## src/rtl/mult_r1_if.sv

```systemverilog
// Handshake and data bundle for the iterative multiplier.
// Ports: start/is_signed/inA/inB request a multiply; busy/done/out report progress and result.
// master = requester side, slave = multiplier side.
interface mult_r1_if #(
    parameter int BIT_WIDTH = 32
);
    logic                     start;
    logic                     is_signed;
    logic [BIT_WIDTH-1:0]     inA;
    logic [BIT_WIDTH-1:0]     inB;
    logic                     busy;
    logic                     done;
    logic [2*BIT_WIDTH-1:0]   out;

    modport master (
        output start, is_signed, inA, inB,
        input  busy, done, out
    );

    modport slave (
        input  start, is_signed, inA, inB,
        output busy, done, out
    );
endinterface

```

## src/rtl/mult_r1.sv

```systemverilog
// Iterative radix-2 shift-add multiplier (signed/unsigned), one multiplier bit per clock.
// Latency: done pulses in the single FIN cycle, BIT_WIDTH+1 cycles after the accepting edge.
// Backpressure: start is ignored while busy; start held in FIN re-launches with no idle bubble.
// Ports: clk, rst (sync, active-high), bus (slave side of mult_r1_if).
module mult_r1 #(
    parameter int BIT_WIDTH = 32
) (
    input logic       clk,
    input logic       rst,
    mult_r1_if.slave  bus
);
    localparam int W  = BIT_WIDTH;
    localparam int CW = $clog2(W);

    typedef enum logic [1:0] {
        IDLE = 2'd0,
        RUN  = 2'd1,
        FIN  = 2'd2
    } state_t;

    state_t            state;
    state_t            state_nxt;
    logic              accept;
    logic              last;

    logic [2*W-1:0]    mcand;      // multiplicand magnitude, shifted left each RUN cycle
    logic [W-1:0]      mplier;     // multiplier magnitude, shifted right each RUN cycle
    logic [2*W-1:0]    acc;        // unsigned partial product
    logic [2*W-1:0]    acc_nxt;
    logic [CW-1:0]     cnt;
    logic              sign;
    logic [2*W-1:0]    out_q;

    logic [W-1:0]      mag_a;
    logic [W-1:0]      mag_b;

    // Two's-complement negate of the most-negative value yields 2^(W-1),
    // which is exact when read back as a W-bit unsigned magnitude.
    always_comb begin
        mag_a = bus.inA;
        mag_b = bus.inB;
        if (bus.is_signed && bus.inA[W-1]) mag_a = -bus.inA;
        if (bus.is_signed && bus.inB[W-1]) mag_b = -bus.inB;
    end

    assign last    = (cnt == CW'(W - 1));
    assign acc_nxt = acc + (mplier[0] ? mcand : '0);

    always_ff @(posedge clk) begin
        if (rst) state <= IDLE;
        else     state <= state_nxt;
    end

    always_comb begin
        state_nxt = state;
        accept    = 1'b0;
        case (state)
            IDLE: begin
                if (bus.start) begin
                    accept    = 1'b1;
                    state_nxt = RUN;
                end
            end
            RUN: begin
                if (last) state_nxt = FIN;
            end
            FIN: begin
                if (bus.start) begin
                    accept    = 1'b1;
                    state_nxt = RUN;
                end else begin
                    state_nxt = IDLE;
                end
            end
            default: state_nxt = IDLE;
        endcase
    end

    always_ff @(posedge clk) begin
        if (rst) begin
            mcand  <= '0;
            mplier <= '0;
            acc    <= '0;
            cnt    <= '0;
            sign   <= 1'b0;
            out_q  <= '0;
        end else if (accept) begin
            mcand  <= {{W{1'b0}}, mag_a};
            mplier <= mag_b;
            acc    <= '0;
            cnt    <= '0;
            sign   <= bus.is_signed & (bus.inA[W-1] ^ bus.inB[W-1]);
        end else if (state == RUN) begin
            acc    <= acc_nxt;
            mcand  <= mcand << 1;
            mplier <= mplier >> 1;
            cnt    <= cnt + 1'b1;
            // Result register only moves on the final step, so partial
            // products never reach the output.
            if (last) out_q <= sign ? -acc_nxt : acc_nxt;
        end
    end

    assign bus.busy = (state == RUN);
    assign bus.done = (state == FIN);
    assign bus.out  = out_q;
endmodule

```

## src/flat_wrapper.sv

```systemverilog
// flat-port wrapper written by rule: the top's interface ports become plain ports
module mult_r1_flat 
#(
    parameter int BIT_WIDTH = 32
)
  (clk, rst, bus_start, bus_is_signed, bus_inA, bus_inB, bus_busy, bus_done, bus_out);
  mult_r1_if #(.BIT_WIDTH(BIT_WIDTH)) bus_i ();
  input logic clk;
  input logic rst;
  input wire logic [$bits(bus_i.start)-1:0] bus_start;
  input wire logic [$bits(bus_i.is_signed)-1:0] bus_is_signed;
  input wire logic [$bits(bus_i.inA)-1:0] bus_inA;
  input wire logic [$bits(bus_i.inB)-1:0] bus_inB;
  output wire logic [$bits(bus_i.busy)-1:0] bus_busy;
  output wire logic [$bits(bus_i.done)-1:0] bus_done;
  output wire logic [$bits(bus_i.out)-1:0] bus_out;
  assign bus_i.start = bus_start;
  assign bus_i.is_signed = bus_is_signed;
  assign bus_i.inA = bus_inA;
  assign bus_i.inB = bus_inB;
  assign bus_busy = bus_i.busy;
  assign bus_done = bus_i.done;
  assign bus_out = bus_i.out;
  mult_r1 #(.BIT_WIDTH(BIT_WIDTH)) u_core (.clk(clk), .rst(rst), .bus(bus_i));
endmodule
```

## config.mk

```make
export PLATFORM = sky130hd
export DESIGN_NAME = mult_r1_flat
export DESIGN_NICKNAME = d
export VERILOG_FILES = /design/src/rtl/mult_r1_if.sv /design/src/rtl/mult_r1.sv /design/src/flat_wrapper.sv
export SDC_FILE = /design/constraint.sdc
export NUM_CORES = 1
export LEC_CHECK = 0
export CAP_MARGIN = 20
export CORE_ASPECT_RATIO = 0.5
export CORE_MARGIN = 2
export CORE_UTILIZATION = 30
export DETAILED_ROUTE_END_ITERATION = 6
export PLACE_DENSITY = 0.53
export REMOVE_ABC_BUFFERS = 1
export SLEW_MARGIN = 20
export SYNTH_ARGS = -nofsm -noshare
export SYNTH_HDL_FRONTEND = slang
export SYNTH_SLANG_ARGS = --single-unit
```

## constraint.sdc

```tcl
create_clock -name clk -period 5.9 [get_ports clk]
set_clock_uncertainty 0.05 [all_clocks]
set_input_delay 0.59 -clock clk [delete_from_list [all_inputs] [get_ports clk]]
set_output_delay 0.59 -clock clk [all_outputs]
set_load 0.1 [all_outputs]
```

Word-level counts from Yosys, hierarchy flattened
Index checks and enable logic that the tools add are counted.
{"block": "op_classes", "addsub": 5, "n_eq_ne": 5, "n_mux": 14, "n_bitwise": 3, "reduce_logical": 8}
{"op": "$mux W32", "n": 6}
{"op": "$mux W64", "n": 2}
{"op": "$add A64 B64 Y64", "n": 1}
{"op": "$neg A32 Y32", "n": 2}
{"op": "$neg A64 Y64", "n": 1}
{"op": "$pmux W2 S3", "n": 1}
{"op": "$add A5 B1 Y5 const B", "n": 1}
{"op": "$eq A5 B5 Y1 const B", "n": 1}
{"op": "$mux W2", "n": 2}
{"op": "$reduce_or A2 Y1", "n": 2}
{"op": "$mux W1", "n": 3}
{"op": "$reduce_and A3 Y1", "n": 1}
{"op": "$eq A2 B1 Y1 const B", "n": 1}
{"op": "$eq A2 B2 Y1 const B", "n": 1}
{"op": "$logic_and A1 B1 Y1", "n": 2}
{"op": "$logic_not A2 Y1", "n": 1}
{"op": "$ne A2 B1 Y1 const B", "n": 1}
{"op": "$ne A2 B2 Y1 const B", "n": 1}
{"op": "$reduce_and A2 Y1", "n": 1}
{"op": "$reduce_bool A2 Y1", "n": 1}
{"op": "$and A1 B1 Y1", "n": 1}
{"op": "$not A1 Y1", "n": 1}
{"op": "$xor A1 B1 Y1", "n": 1}
{"block": "word_totals", "regBits": 232, "input_bits": 68, "word_cells": 43}

Logic depth before layout (Yosys ltp)
Gate-level depths: netlist of run 1.
{"block": "depth", "ltp_word": 5, "mapped_depth": 19, "depth_no_buf": 16}

Worst setup path after synthesis of run 1
No wires, ideal clock.
{"block": "synth_path", "path_kind": "flip-flop to flip-flop", "from": "register u_core.mplier[0]", "to": "register u_core.out_q[59], in the netlist u_core.bus.out[59]", "setup_ns": 0.129, "t_arrival_ns": 4.588, "setup_slack_ns": 1.133, "path_stages_with_launch": 19, "n_path_buf": 2, "synth_period_minus_slack_ns": 4.767, "path_cell_list": "dfxtp_1 > clkbuf_1 > clkbuf_1 > and2_1 > ha_1 > inv_1 > fa_1 > nor2b_1 > o22ai_2 > xnor2_1 > or4b_1 > a2111oi_0 > nand4_1 > or4_1 > nor4_4 > nand4b_2 > o31ai_1 > xor2_1 > o21ai_0"}
{"block": "synth_via", "elab_chain_cells": 4}
{"item": "from (decl)", "line_no": "mult_r1.sv:27", "rtl": "logic [W-1:0] mplier;"}
{"item": "from (signal assigned)", "line_no": "mult_r1.sv:89", "rtl": "mplier <= mag_b;"}
{"item": "from (signal assigned)", "line_no": "mult_r1.sv:96", "rtl": "mplier <= mplier >> 1;"}
{"item": "$mux W64 *", "line_no": "mult_r1.sv:47", "rtl": "assign acc_nxt = acc + (mplier[0] ? mcand : '0);"}
{"item": "$add A64 B64 Y64 *", "line_no": "mult_r1.sv:47"}
{"item": "$neg A64 Y64", "line_no": "mult_r1.sv:100", "rtl": "if (last) out_q <= sign ? -acc_nxt : acc_nxt;"}
{"item": "$mux W64 *", "line_no": "mult_r1.sv:100"}
{"item": "to (signal assigned)", "line_no": "mult_r1.sv:100"}
{"item": "to (decl)", "line_no": "mult_r1.sv:32", "rtl": "logic [2*W-1:0] out_q;"}
Mark *: on every way between the ends. The rest lies on a longest branch, timed or not.
A chain may end at the register's enable or synchronous reset.

Worst setup path in the final report of run 1
{"block": "layout_path", "from": "register u_core.mplier[0]", "to": "register u_core.out_q[61], in the netlist u_core.bus.out[61]"}
Same word-level chain as after synthesis.

==> out/metrics.yaml, run 1 <==
synthesis:
  post-synth-top-count-cell: "nand2_1"
  yosys-top-cells-area: "dfxtp_1 28%, nand2_1 10%, a21oi_1 6.3%"
  synth_ff_type: "dfxtp_1"
  synth_seq_area_share: 0.2805
  syn_area_mm2: 0.01656
  yosysTopAreaCell: "dfxtp_1"
  syn_area_per_cell_um2: 7.242
  ys.warnings.count: 0
  synth.ff_latch_count: 232
  synth.top_cells.by_count: "442 x nand2_1, 235 x nor2_1, 232 x dfxtp_1, 207 x a21oi_1, 139 x clkbuf_1"
  synth.top_cell.area_share: 0.2805
  yosys.cell_types.count: 86
  syn-instance-count: 2286
  synth-async-reset-ratio: 0
  synth-edff-count: 0
finish:
  post_layout_util: 0.3555
  post-route-cell-area_mm2: 0.01924
  syn_to_final_growth_pct: 16.24
  diode_count: 0
  layout_nets: 2459
  drive_above_1_share: 0.04929
  fill_cell_instance_count_of_the_final_layout: 5802
worst_hold_path:
  hold_path.startpoint: "rst"
  worstHoldPathType: "primary input to register"
setup_path:
  crit_path_start_kind: "register"
  worstPathMaxFanout: 36
  cp.arrival_ns: 5.84
  start_point_of_the_critical_path: "u_core.mplier[0]"
  cp-end-kind: "register"
  critical_path_class: "register to register"
  worst_r2r_startpoint: "u_core.mplier[0]"
  worst-endpoint-required_ns: 6.26
floorplan:
  core_area_mm2: 0.05413
  num_rows: 60
  die_width_um: 336.2
  chipHeight_um: 170.1
  die-area_mm2: 0.05720
  floorplan.initialDensity: 0.3059
  design.portCount: 134
detailed_routing:
  first_pass_iters: 5
  antenna_left: 0
  wl_per_cell_um: 17.54
  vias_per_cell: 5.381
  finalWirelength_mm: 53.98
  route.vias.total: 16560
  remaining_drcs: 0
  initialDrtViolationCount: 1498
clocking:
  clock_path_buffers: 3
  cts_buffers: 23
  clk_latency_ns: 0.54
  cts-hold-fix-buffers: 0
  htreeDepth: 1
  numClockSinks: 232
  cts-root-buf: "clkbuf_16"
  cts_tree: "done"
  cts.reportedPaths.clkPinSlew_ns: 0.07
pwr:
  ir_drop_uv: 181.5
  power.density_mw_per_mm2: 193.2
  power.leakage_uw: 0.006986
grt:
  antenna_violations_before_repair: 0
  globalRouteTotalUtil: 0.1821
  first_global_vias: 15200
  grt_start_max_net_pins: 95
  globalRouteOverflowTotal: 0
  grt_first_pass_wirelength_mm: 84.61
place:
  dp.final_hpwl_mm: 40.92
  globalplace.congestion: 0.9464
  placed_cell_area_mm2: 0.01851
  port_buffer_count: 133
status:
  outcome: "completed"
timing:
  final_cycle_utilization_of_the_critical_path: 0.9284
  maxSlewHeadroom: 0.3208
  min_period_ns: 5.478
  slew_at_the_pin_with_the_worst_max_slew_slack_ns: 1.016
  achievable-frequency_mhz: 182.6
  finalSetupViolCount: 0
  slew_violations: 0
  final-hold-violation-count: 0
  rsz0062_at_grt: "false"
flow_run:
  drv_cap: 0
[logic make-up (layout without fill, tap and decap cells)]
logic type,count (synthesis),after routing,synth area share
and+or+nand+nor,1013,1013,0.2849
AOI/OAI and AO/OA,622,622,0.2492
DFF,232,232,0.2805
buffers and inverters,179,226,0.04134
xor gates and xnor gates,161,161,0.08517
adders and majority gates,69,69,0.05260
muxes,10,10,0.006197
[sequential cells by signal, summed over array words and instances, names as in the netlist]
register and cells:
u_core.mplier 32, u_core.bus.out 64, u_core.acc 64, u_core.sign 1, u_core.cnt 5, u_core.mcand 64, u_core.state 2
[cell usage in the layout, fill, tap and decap left out, types with 16 or more instances in the layout]
cell type        instances
o31ai_1                 26
inv_1                   21
nand2b_1                16
o21a_1                  22
xnor2_1                 64
nor2_1                 235
or3_1                   19
nor4_1                  26
nand4_1                 38
a21oi_1                207
clkbuf_16               23
a311oi_1                67
buf_4                   36
and2_1                  80
nand3_1                 24
o21ai_0                 96
a211oi_1                62
xor2_1                  97
nand2_1                442
a21o_1                  23
ha_1                    68
and3_1                  21
nor3_1                  38
clkdlybuf4s50_1        132
dfxtp_1                231
[timing repair]
| action | in CTS | in global routing |
|---|---|---|
| endpoints found under the setup margin | 0 | 5 |
| setup buffers | 0 | 0 |
| gates resized for setup | 0 | 4 |
[layer usage]
layer / vias to the layer above / global-route usage / share of wire
li1: 8242 / - / -
met1: 7860 / 0.2546 / 0.47
met2: 378 / 0.2948 / 0.46
met3: 77 / 0.01937 / 0.041
met4: 0 / 0.05420 / 0.029
met5: - / 0 / 0
[area by class of cell]
| class | count | area (um2) | share of cell area |
|---|---|---|---|
| timing repair buffer | 168 | 1592 | 0.08270 |
| inverter | 22 | 85.08 | 0.004421 |
| clock buffer | 30 | 651.9 | 0.03387 |
| multi-input combinational | 1875 | 11280 | 0.5860 |
| clock inverter | 6 | 62.56 | 0.003251 |
| tap | 744 | 930.9 | 0.04837 |
| sequential | 232 | 4646 | 0.2414 |
[worst max-delay path, cell delays in order, from the launching register on]
cell       delay (ns)
dfxtp_1          0.33
buf_4            0.23
and2_1           0.20
ha_1             0.36
o211ai_1         0.16
o21ai_1          0.55
xor2_1           0.25
or4b_1           0.68
a2111oi_0        0.62
nand4_1          0.24
nor4_1           0.44
nand4_1          0.29
or2_2            0.39
o31ai_1          0.27
xor2_1           0.19
o21ai_0          0.10
[path summary, 6_finish.rpt]
path,slack (ns),depth (start not counted),endpoint
hold reg to reg,0.40,2,u_core.bus.out[63]
setup / recovery,0.42,15,u_core.bus.out[61]
setup reg to reg,0.42,15,u_core.bus.out[61]
hold / removal,0.31,2,u_core.bus.out[58]
[where the power goes]
part | switching (uW) | internal, uW
logic | 389 | 205
clock network | 666 | 816
registers | 30.6 | 1610
[per-stage QoR]
step / setup TNS, ns / hold WS (ns) / setup WS [ns] / total power (uW) / cells
3_3_place_gp: 0 / 0.3892 / 0.3914 / 2268 / 3041
4_1_cts: 0 / 0.2888 / 0.3708 / 3762 / 3077
2_1_floorplan: -593.53 / 0.3866 / -4.099 / 2037 / 2129
5_1_grt: 0 / 0.3062 / 0.004776 / 3896 / 3077
3_5_place_dp: 0 / 0.3951 / 0.3969 / 2270 / 3041
6_report: 0 / 0.3135 / 0.4224 / 3719 / 3077
(Power assumes the default switching activity.)
==> run 2: changes to the inputs <==
--- a/config.mk
+++ b/config.mk
@@ -12,6 +12,7 @@
 export DETAILED_ROUTE_END_ITERATION = 6
 export PLACE_DENSITY = 0.53
 export REMOVE_ABC_BUFFERS = 1
+export SETUP_SLACK_MARGIN = 0.02
 export SLEW_MARGIN = 20
 export SYNTH_ARGS = -nofsm -noshare
 export SYNTH_HDL_FRONTEND = slang
==> run 2 against run 1 <==
Worst setup slack better by 0.081 ns; core utilization about the same; via count about the same; sequential power about the same; critical path depth unchanged; die area unchanged; fmax up 1.5%; critical endpoint unchanged; flip-flop and latch count unchanged; final area about the same; non-clock buffer count unchanged; wire length up 0.13%; clock-buffer cell count unchanged.
==> out/metrics.yaml, run 2 (same netlist as run 1, synthesis figures left out) <==
pwr:
  power.density_mw_per_mm2: 193.1
  share_seq_of_total_power: 0.442
  pwr-share-comb: 0.160
  power.clock.fraction: 0.398
  ir_drop_uv: 180.9
  swShare: 0.2918
  power.leakage_uw: 0.006989
  internal_power_uw: 2634
  p_sw_uw: 1086
grt:
  first_global_vias: 15200
  grt_first_pass_wirelength_mm: 84.61
  globalRouteTotalUtil: 0.1821
  grt_start_max_net_pins: 95
  globalRouteOverflowTotal: 0
  antenna_violations_before_repair: 0
timing:
  slew_violations: 0
  maxSlewHeadroom: 0.3238
  min_period_ns: 5.396
  achievable-frequency_mhz: 185.3
  slew_at_the_pin_with_the_worst_max_slew_slack_ns: 1.011
  rsz0062_at_grt: "false"
  final-hold-violation-count: 0
  setup_total_negative_slack_ns: 0
  final_cycle_utilization_of_the_critical_path: 0.9146
  finalSetupViolCount: 0
  worst_hold_slack_ns: 0.3203
setup_path:
  critical_path_class: "register to register"
  worstPathMaxFanout: 36
  cp.arrival_ns: 5.75
  crit_path_start_kind: "register"
  cp-end-kind: "register"
  worst-endpoint-required_ns: 6.26
status:
  outcome: "completed"
floorplan:
  chipHeight_um: 170.1
  num_rows: 60
  design.portCount: 134
  die_width_um: 336.2
  floorplan.initialDensity: 0.3059
  die-area_mm2: 0.05720
  core_area_mm2: 0.05413
finish:
  layout_nets: 2459
  syn_to_final_growth_pct: 16.32
  mostFrequentLayoutCells: "442 x nand2_1, 235 x nor2_1, 231 x dfxtp_1"
  drive_above_1_share: 0.05058
  fill_cell_instance_count_of_the_final_layout: 5802
  mostFrequentLayoutCell: "nand2_1"
  diode_count: 0
place:
  port_buffer_count: 133
  dp.final_hpwl_mm: 40.92
  globalplace.congestion: 0.9464
clocking:
  clock_path_buffers: 3
  numClockSinks: 232
  htreeDepth: 1
  clk_latency_ns: 0.54
  cts-hold-fix-buffers: 0
  cts_tree: "done"
  cts_buffers: 23
  cts-root-buf: "clkbuf_16"
  postCtsSetupRepairBufs: 0
  cts.reportedPaths.clkPinSlew_ns: 0.07
flow_run:
  drv_cap: 0
detailed_routing:
  remaining_drcs: 0
  initialDrtViolationCount: 1399
  route.vias.total: 16550
  first_pass_iters: 5
  vias_per_cell: 5.377
  wl_per_cell_um: 17.57
  antenna_left: 0
  finalWirelength_mm: 54.05
worst_hold_path:
  worstHoldPathType: "primary input to register"
==> run 2: cell count changes in the layout (fill, tap and decap cells not counted) <==
cell,before,now
o21ai_2,1,2
nand4bb_2,0,1
o21ai_1,8,7
a22oi_2,0,1
a22oi_1,6,5
nand4bb_1,2,1
==> run 2: power groups by stage <==
stage / Clock (uW) / Sequential (uW) / Combinational (uW)
3_5_place_dp: 0 / 1680 / 592
5_1_grt: 1590 / 1650 / 658
2_1_floorplan: 0 / 1680 / 362
6_report: 1480 / 1640 / 595
3_3_place_gp: 0 / 1680 / 590
4_1_cts: 1520 / 1640 / 595
==> run 2: final timing paths <==
check	startpoint	end	slack, ns	cells after the start
min	rst	u_core.bus.out[58]	0.32	2
min reg2reg	u_core.bus.out[63]	u_core.bus.out[63]	0.40	2
max	u_core.mplier[0]	u_core.bus.out[61]	0.50	15
max reg2reg	u_core.mplier[0]	u_core.bus.out[61]	0.50	15
==> run 2: stage by stage <==
step	setup WS, ns	power, uW	instance area (um2)	util	instances
2_1_floorplan	-4.099	2037	15950	-	2129
3_3_place_gp	0.3914	2268	18510	0.3419	3041
3_5_place_dp	0.3969	2270	18510	0.3419	3041
4_1_cts	0.3708	3762	19220	0.3551	3077
5_1_grt	0.09928	3898	19260	0.3558	3077
6_report	0.5037	3720	19260	0.3558	3077
==> run 2: routing by layer <==
metal | track usage | wire (um)
met2 | 0.2948 | 24830
met5 | 0 | 0
met4 | 0.05420 | 1606
met3 | 0.01937 | 2324
met1 | 0.2546 | 25290
==> run 2: final cells by class <==
cell class / instances / area (um2) / share of cell area
timing repair buffer: 168 / 1592 / 0.08264
clock inverter: 6 / 62.56 / 0.003248
multi-input combinational: 1875 / 11290 / 0.5863
inverter: 22 / 85.08 / 0.004418
tap: 744 / 930.9 / 0.04834
sequential: 232 / 4646 / 0.2412
clock buffer: 30 / 651.9 / 0.03385
==> run 2: timing repair <==
item,in CTS,in global routing
setup endpoints to repair,0,5
hold endpoints to repair,0,0
gates resized for setup,0,7
==> run 2: worst max-delay path, cell delays in order (launching register included) <==
cell and delay, ns:
dfxtp_1 0.38, buf_4 0.32, and2_1 0.19, ha_1 0.35
a21o_1 0.27, a221o_1 0.38, a221oi_1 0.53, xnor2_1 0.28
a2111oi_0 0.58, nand4_1 0.25, nor4_1 0.44, nand4_1 0.29
or2_2 0.39, o31ai_1 0.27, xor2_1 0.19, o21ai_0 0.10
